$ cat src/rtl/or_rr_arbiter.sv
// rtl/or_rr_arbiter.sv - round-robin shared registered OR datapath with single response channel
module or_rr_arbiter #(
  parameter  int N   = 4,
  parameter  int W   = 1,
  localparam int IDW = (N > 1) ? $clog2(N) : 1
) (
  input  logic           clk,
  input  logic           rst,
  input  logic [N-1:0]   req_valid,
  output logic [N-1:0]   req_ready,
  input  logic [N*W-1:0] req_a,
  input  logic [N*W-1:0] req_b,
  output logic           rsp_valid,
  input  logic           rsp_ready,
  output logic [W-1:0]   rsp_q,
  output logic [IDW-1:0] rsp_id
);

  // ptr holds the last granted index; requester ptr+1 has highest priority
  logic [IDW-1:0] ptr;
  // run stays low until the first edge after reset release, keeping req_ready quiet meanwhile
  logic           run;
  logic           accept;
  logic [N-1:0]   grant;
  logic [IDW-1:0] gidx;
  logic [IDW-1:0] cand;
  logic           found;
  logic           xfer;

  // output register can take a new result when empty or being drained this cycle
  assign accept = !rsp_valid || rsp_ready;

  // rotating scan from ptr+1 modulo N; first valid requester wins
  always_comb begin
    grant = '0;
    gidx  = '0;
    cand  = '0;
    found = 1'b0;
    if (run && accept) begin
      for (int k = 1; k <= N; k++) begin
        cand = IDW'((int'(ptr) + k) % N);
        if (!found && req_valid[cand]) begin
          found       = 1'b1;
          grant[cand] = 1'b1;
          gidx        = cand;
        end
      end
    end
  end

  assign req_ready = grant;
  assign xfer      = found;

  // output register, pointer update and reset-release tracking
  always_ff @(posedge clk or negedge rst) begin
    if (!rst) begin
      run       <= 1'b0;
      ptr       <= IDW'(N - 1);
      rsp_valid <= 1'b0;
      rsp_q     <= '0;
      rsp_id    <= '0;
    end else begin
      run <= 1'b1;
      if (xfer) begin
        rsp_q     <= req_a[int'(gidx)*W +: W] | req_b[int'(gidx)*W +: W];
        rsp_id    <= gidx;
        rsp_valid <= 1'b1;
        ptr       <= gidx;
      end else if (rsp_valid && rsp_ready) begin
        rsp_valid <= 1'b0;
      end
    end
  end

endmodule

$ cat config.mk
export PLATFORM = sky130hd
export DESIGN_NAME = or_rr_arbiter
export DESIGN_NICKNAME = d
export VERILOG_FILES = /design/src/rtl/or_rr_arbiter.sv
export SDC_FILE = /design/constraint.sdc
export NUM_CORES = 1
export LEC_CHECK = 0
export CAP_MARGIN = 20
export CORE_ASPECT_RATIO = 1.1
export CORE_MARGIN = 4
export CORE_UTILIZATION = 30
export CTS_CLUSTER_SIZE = 30
export DETAILED_ROUTE_END_ITERATION = 7
export PLACE_DENSITY = 0.57
export SLEW_MARGIN = 20
export SYNTH_ARGS = -nofsm -noshare
export SYNTH_HDL_FRONTEND = slang
export SYNTH_SLANG_ARGS = --single-unit
$ cat constraint.sdc
create_clock -name clk -period 4.09 [get_ports clk]
set_clock_uncertainty 0.15 [all_clocks]
set_input_delay 0.409 -clock clk [delete_from_list [all_inputs] [get_ports clk]]
set_output_delay 0.409 -clock clk [all_outputs]
set_load 0.02 [all_outputs]
## After elaboration in Yosys (flattened, before gate mapping)

Cells that the tools add are included.

- Flip-flop bits (word level): 7
- Input port bits: 15
- Output and inout port bits: 8
- Logic and storage cells: 77

- $add $sub $neg: 4
- Order comparisons: 8
- Shifts and indexed selects: 2
- Muxes and demuxes: 39
- Bitwise operators: 4
- Reductions and logical operators: 15

Operator list:

| operator | count |
|---|---|
| $mux W4 | 8 |
| $mux W1 | 18 |
| $lt A2 B3 Y1 const B | 4 |
| $or A4 B4 Y4 | 3 |
| $mux W2 | 5 |
| $logic_and A1 B1 Y1 | 9 |
| $bmux W1 S2 | 4 |
| $demux W1 S2 | 4 |
| $ge A2 B1 Y1 const B | 4 |
| $shiftx A4 B3 Y1 | 2 |
| $add A2 B1 Y2 const B | 2 |
| $add A2 B2 Y2 const B | 2 |
| $logic_not A1 Y1 | 4 |
| $reduce_bool A2 Y1 | 1 |
| $logic_or A1 B1 Y1 | 1 |
| $or A1 B1 Y1 | 1 |

## Longest topological paths before layout

- Word-level depth: 19
- Depth in mapped cells: 11

## Least setup slack after synthesis

Ideal clock, no wire load.

- Path type: reg2reg
- Start: register ptr[1]
- End: register rsp_q
- Setup time: 124 ps
- Arrival: 3180 ps
- Data required time: 3816 ps
- Slack: 636 ps
- Cell stages (with the launch flop): 12
- Buffers on the path: 3
- Path through: dfstp_2 > clkbuf_1 > inv_1 > ha_1 > clkbuf_1 > mux4_2 > buf_6 > or2_4 > or4_4 > o2111ai_2 > nor3b_2 > o21ai_1

- Word-level cells in the longest chain between the ends: 19
- Elaborated cells on any way between the ends: 34

Ends and longest elaborated chain:

| what | RTL line | RTL |
|---|---|---|
| start, declared | 20 | `logic [IDW-1:0] ptr;` |
| start signal, assigned | 58 | `ptr <= IDW'(N - 1);` |
| start signal, assigned | 68 | `ptr <= gidx;` |
| $add A2 B1 Y2 | 41 | `cand = IDW'((int'(ptr) + k) % N);` |
| $bmux W1 S2 | 42 | `if (!found && req_valid[cand]) begin` |
| $mux W1 (not written as such) | 42 |  |
| $mux W1 | 42 |  |
| $mux W1 | 39 | `if (run && accept) begin` |
| $logic_not A1 Y1 | 42 |  |
| $logic_and A1 B1 Y1 | 42 |  |
| $mux W1 | 42 |  |
| [3 not listed] | n/a |  |
| $mux W1 | 42 |  |
| $mux W1 | 39 |  |
| $logic_not A1 Y1 | 42 |  |
| $logic_and A1 B1 Y1 | 42 |  |
| $mux W2 | 42 |  |
| $mux W2 | 39 |  |
| $shiftx A4 B3 Y1 | 65 | `rsp_q <= req_a[int'(gidx)*W +: W] \| req_b[int'(gidx)*W +: W];` |
| $or A1 B1 Y1 | 65 |  |
| end signal, assigned | 65 |  |
| end, declared | 15 | `output logic [W-1:0] rsp_q,` |

Parallel ways exist; a longest one is shown, timed or not. The select of a mux whose other input is x is not followed.
A chain may end at the register's enable or synchronous reset.

## Worst setup path after layout

- Start: register ptr[1]
- End: output port req_ready[2]

- Word-level cells in the longest chain between the ends: 17
- Elaborated cells on any way between the ends: 55

Ends and longest elaborated chain:

| what | RTL line | RTL |
|---|---|---|
| parallel branches: the longest is 15 deep, another holds $lt A2 B3 Y1 | n/a |  |
| $mux W4 * | 42 |  |
| $mux W4 * | 39 |  |
| end, declared | 10 | `output logic [N-1:0] req_ready,` |

Mark *: on every way between the ends. The select of a mux whose other input is x is not followed.

==> impl_metrics.prom <==
# TYPE chip_impl_metric gauge
chip_impl_metric{name="final_net_count",unit=""} 138
chip_impl_metric{name="post_cts.repair.setup_buffers",unit=""} 0
chip_impl_metric{name="num-fill-cells",unit=""} 288
chip_impl_metric{name="numCtsBuffers",unit=""} 3
chip_impl_metric{name="cap_violations",unit=""} 0
chip_impl_metric{name="synth_async_reset_ratio",unit=""} 1.00
chip_impl_info{name="hold_path.class",value="in -> async"} 1
chip_impl_metric{name="grt_usage",unit=""} 0.120
chip_impl_info{name="cts_tree",value="done"} 1
chip_impl_metric{name="htreeDepth",unit=""} 1
chip_impl_metric{name="insertedDiodeCount",unit=""} 0
chip_impl_metric{name="antenna_found_initial",unit=""} 0
chip_impl_metric{name="synth_warnings",unit=""} 0
chip_impl_metric{name="design.die.area",unit="µm²"} 3770
chip_impl_metric{name="clk_pin_slew_worst_paths",unit="ns"} 0.05
chip_impl_metric{name="cts.sink_count",unit=""} 7
chip_impl_metric{name="final-hold-violation-count",unit=""} 0
chip_impl_metric{name="synth_cell_type_count",unit=""} 37
chip_impl_metric{name="die_h",unit="µm"} 64.0
chip_impl_metric{name="postCtsResizedCells",unit=""} 0
chip_impl_metric{name="wire_length_of_the_first_global_routing_pass",unit="µm"} 3700
chip_impl_metric{name="cts-root-to-sink-buffers",unit=""} 2
chip_impl_metric{name="post_detailed_route_wirelength_per_cell",unit="µm"} 13.9
chip_impl_metric{name="drt_first_iter_violations",unit=""} 11
chip_impl_info{name="setup.worst_path.start_class",value="flop"} 1
chip_impl_metric{name="synth.ff_latch_count",unit=""} 7
chip_impl_metric{name="drtAntennaViolNets",unit=""} 0
chip_impl_metric{name="critical_path.max_stage_delay",unit="ns"} 0.67
chip_impl_metric{name="start_util",unit=""} 0.311
chip_impl_metric{name="detail_route.drc_violations",unit=""} 0
chip_impl_metric{name="place.port_buffers",unit=""} 22
chip_impl_metric{name="grt_start_max_net_pins",unit=""} 21
chip_impl_metric{name="clock_latency",unit="ns"} 0.24
chip_impl_metric{name="power.static_leakage",unit="nW"} 0.467
chip_impl_metric{name="area_growth_syn_to_layout",unit="%"} 32.2
chip_impl_metric{name="timing.setup.tns",unit="ns"} 0
chip_impl_metric{name="netlist_instances",unit=""} 90
chip_impl_metric{name="syn_nets",unit=""} 113
chip_impl_metric{name="max_clock_freq",unit="MHz"} 261
chip_impl_metric{name="period_minus_ws_final",unit="ns"} 3.83
chip_impl_metric{name="row_count",unit=""} 20
chip_impl_info{name="grt_setup_unrepaired",value="no"} 1
chip_impl_metric{name="cts.hold.buffers_added",unit=""} 0
chip_impl_info{name="run_status",value="finished, final reports clean"} 1
chip_impl_metric{name="ys_seq_area_frac",unit=""} 0.208
chip_impl_metric{name="die_width",unit="µm"} 58.9
chip_impl_metric{name="gpl.final_weighted_congestion",unit=""} 0.876
chip_impl_metric{name="ir_drop",unit="mV"} 0.388
chip_impl_metric{name="final_util",unit=""} 0.411
chip_impl_metric{name="avgViaCountPerCell",unit=""} 5.38
chip_impl_metric{name="synth_enable_flop_cells",unit=""} 0
chip_impl_metric{name="worst_ep_arrival_time",unit="ns"} 3.28
chip_impl_metric{name="grt.overflow.total",unit=""} 0
chip_impl_metric{name="drt_pass1_iterations",unit=""} 4
chip_impl_metric{name="first_global_vias",unit=""} 813
chip_impl_info{name="critical-path-slowest-cell",value="sky130_fd_sc_hd__dfstp_2"} 1
chip_impl_info{name="timing_worst_setup_path_type",value="reg -> out"} 1
chip_impl_info{name="cts_root_buf",value="sky130_fd_sc_hd__clkbuf_4"} 1
chip_impl_info{name="path_cells",value="inv_1 -> ha_1 -> mux4_1 -> nor2b_1 -> a22oi_1 -> nor2_1 -> a221oi_1 -> nor2_1 -> clkdlybuf4s50_1"} 1
chip_impl_metric{name="power_density_normalized_to_cell_area",unit="nW/µm²"} 725
chip_impl_metric{name="num_vias",unit=""} 791
chip_impl_metric{name="route.final.wire_length",unit="µm"} 2040
chip_impl_metric{name="dp_hpwl",unit="µm"} 1610
chip_impl_info{name="crit_top_cell",value="sky130_fd_sc_hd__nor2_1"} 1
chip_impl_metric{name="proportion_of_layout_cells_with_a_drive_suffix_above_1",unit=""} 0.149
chip_impl_metric{name="synth.cell_area",unit="µm²"} 856
chip_impl_metric{name="regToRegSetupSlack",unit="ns"} 0.81
chip_impl_metric{name="cp_max_fo",unit=""} 13
chip_impl_metric{name="required",unit="ns"} 3.53
chip_impl_metric{name="design.portCount",unit=""} 23
chip_impl_metric{name="final-setup-viol-count",unit=""} 0
chip_impl_info{name="critical_path.endpoint_type",value="primary output"} 1
chip_impl_metric{name="final_min_period_over_clock_period",unit=""} 0.937
chip_impl_info{name="synth_flop_cell",value="sky130_fd_sc_hd__dfrtp_1"} 1
chip_impl_metric{name="timing.final.max_slew_violations",unit=""} 0
chip_impl_metric{name="syn-mean-instance-area",unit="µm²"} 9.51
chip_impl_metric{name="fp.coreArea",unit="µm²"} 2750
## sequential cells by signal (all words and copies together) (netlist names)
| signal | count |
|---|---|
| rsp_id | 2 |
| rsp_valid | 1 |
| ptr | 2 |
| run | 1 |
| rsp_q | 1 |
## metal layers
layer  wire length [µm]  vias to the layer above  track usage
met1                894                      373        0.163
met2               1000                       30        0.200
met3                142                        0       0.0182
li1                   -                      388            -
met5                  0                        -            0
met4                  0                        0       0.0255
## synthesized netlist by cell type, types with 2 or more instances
master                      count  area share
sky130_fd_sc_hd__a221oi_1       4       0.041
sky130_fd_sc_hd__mux4_2         3       0.079
sky130_fd_sc_hd__ha_1           8        0.12
sky130_fd_sc_hd__clkbuf_1       2      0.0088
sky130_fd_sc_hd__nor2b_1        2       0.015
sky130_fd_sc_hd__buf_6          2       0.026
sky130_fd_sc_hd__mux2i_1        4       0.047
sky130_fd_sc_hd__nand2_1        8       0.035
sky130_fd_sc_hd__a22oi_1        4       0.035
sky130_fd_sc_hd__a221o_1        2       0.023
sky130_fd_sc_hd__inv_1          4       0.018
sky130_fd_sc_hd__o31ai_1        3       0.026
sky130_fd_sc_hd__o2bb2ai_1      2       0.020
sky130_fd_sc_hd__nor2_1        12       0.053
sky130_fd_sc_hd__mux2_1         2       0.026
sky130_fd_sc_hd__a21o_1         2       0.018
sky130_fd_sc_hd__dfrtp_1        5        0.15
sky130_fd_sc_hd__dfstp_2        2       0.061
## kinds of logic (layout without fill, tap and decap cells)
family,Yosys count,in the layout,synth area share
other cells,1,1,0.00438
flops,7,7,0.208
buf+inv,9,33,0.0585
simple gates,31,31,0.197
fa+ha+maj,8,8,0.117
mux,10,10,0.183
compound gates,24,24,0.232
## cell usage in the layout (no fill, tap or decap), types with 2 or more instances in the layout
cell | netlist | routed
sky130_fd_sc_hd__dfstp_2 | 2 | 2
sky130_fd_sc_hd__mux4_2 | 3 | 3
sky130_fd_sc_hd__o2bb2ai_1 | 2 | 2
sky130_fd_sc_hd__clkbuf_4 | 0 | 3
sky130_fd_sc_hd__nand2_1 | 8 | 8
sky130_fd_sc_hd__mux2_1 | 2 | 2
sky130_fd_sc_hd__a21o_1 | 2 | 2
sky130_fd_sc_hd__a221oi_1 | 4 | 4
sky130_fd_sc_hd__o31ai_1 | 3 | 3
sky130_fd_sc_hd__a22oi_1 | 4 | 4
sky130_fd_sc_hd__mux2i_1 | 4 | 4
sky130_fd_sc_hd__a221o_1 | 2 | 2
sky130_fd_sc_hd__nor2_1 | 12 | 12
sky130_fd_sc_hd__buf_4 | 0 | 3
sky130_fd_sc_hd__clkdlybuf4s50_1 | 0 | 22
sky130_fd_sc_hd__ha_1 | 8 | 8
sky130_fd_sc_hd__dfrtp_1 | 5 | 5
sky130_fd_sc_hd__nor2b_1 | 2 | 2
sky130_fd_sc_hd__inv_1 | 4 | 4
## power by group
part | internal (mW) | switching, mW
Sequential | 0.105 | 0.0293
Combinational | 0.297 | 0.327
Clock | 0.0371 | 0.0240
Total | 0.440 | 0.380
## cell type report
cell class,count,area (µm²),share of cell area
multi-input cells,74,628,0.555
repair buffers,25,243,0.215
flip-flops and latches,7,178,0.157
well taps,33,41.3,0.0365
clock buffers,4,26.3,0.0232
inverters,4,15.0,0.0133
## worst max-delay path, delay by kind of cell, from the launching register on
kind	cells	cell delay, ns
mux	1	0.63
buf+inv	2	0.67
compound gates	2	0.38
flops	1	0.67
simple gates	3	0.36
fa+ha+maj	1	0.32
## final timing paths
check                           cells after the start           end  startpoint
worst min-delay path                                1     rsp_id[1]         rst
worst max register to register                      9         rsp_q      ptr[1]
worst max-delay path                                9  req_ready[2]      ptr[1]
max in group asynchronous                           1        ptr[0]         rst
worst min register to register                      1     rsp_id[0]   rsp_id[0]
min in group clk                                    1     rsp_id[0]   rsp_id[0]
## per-stage QoR
step	instance area [µm²]	setup slack [ns]	hold slack [ns]	std cells	total power, mW
finish	1130	0.256	0.262	147	0.820
global route	1130	0.0228	0.266	147	0.903
CTS	1130	0.233	0.262	147	0.828
detailed placement	1100	0.513	0.321	143	0.762
global placement	1100	0.535	0.319	143	0.754
floorplan	856	0.636	-0.0366	90	0.607
Note: power is estimated with default switching activity, not from simulation.
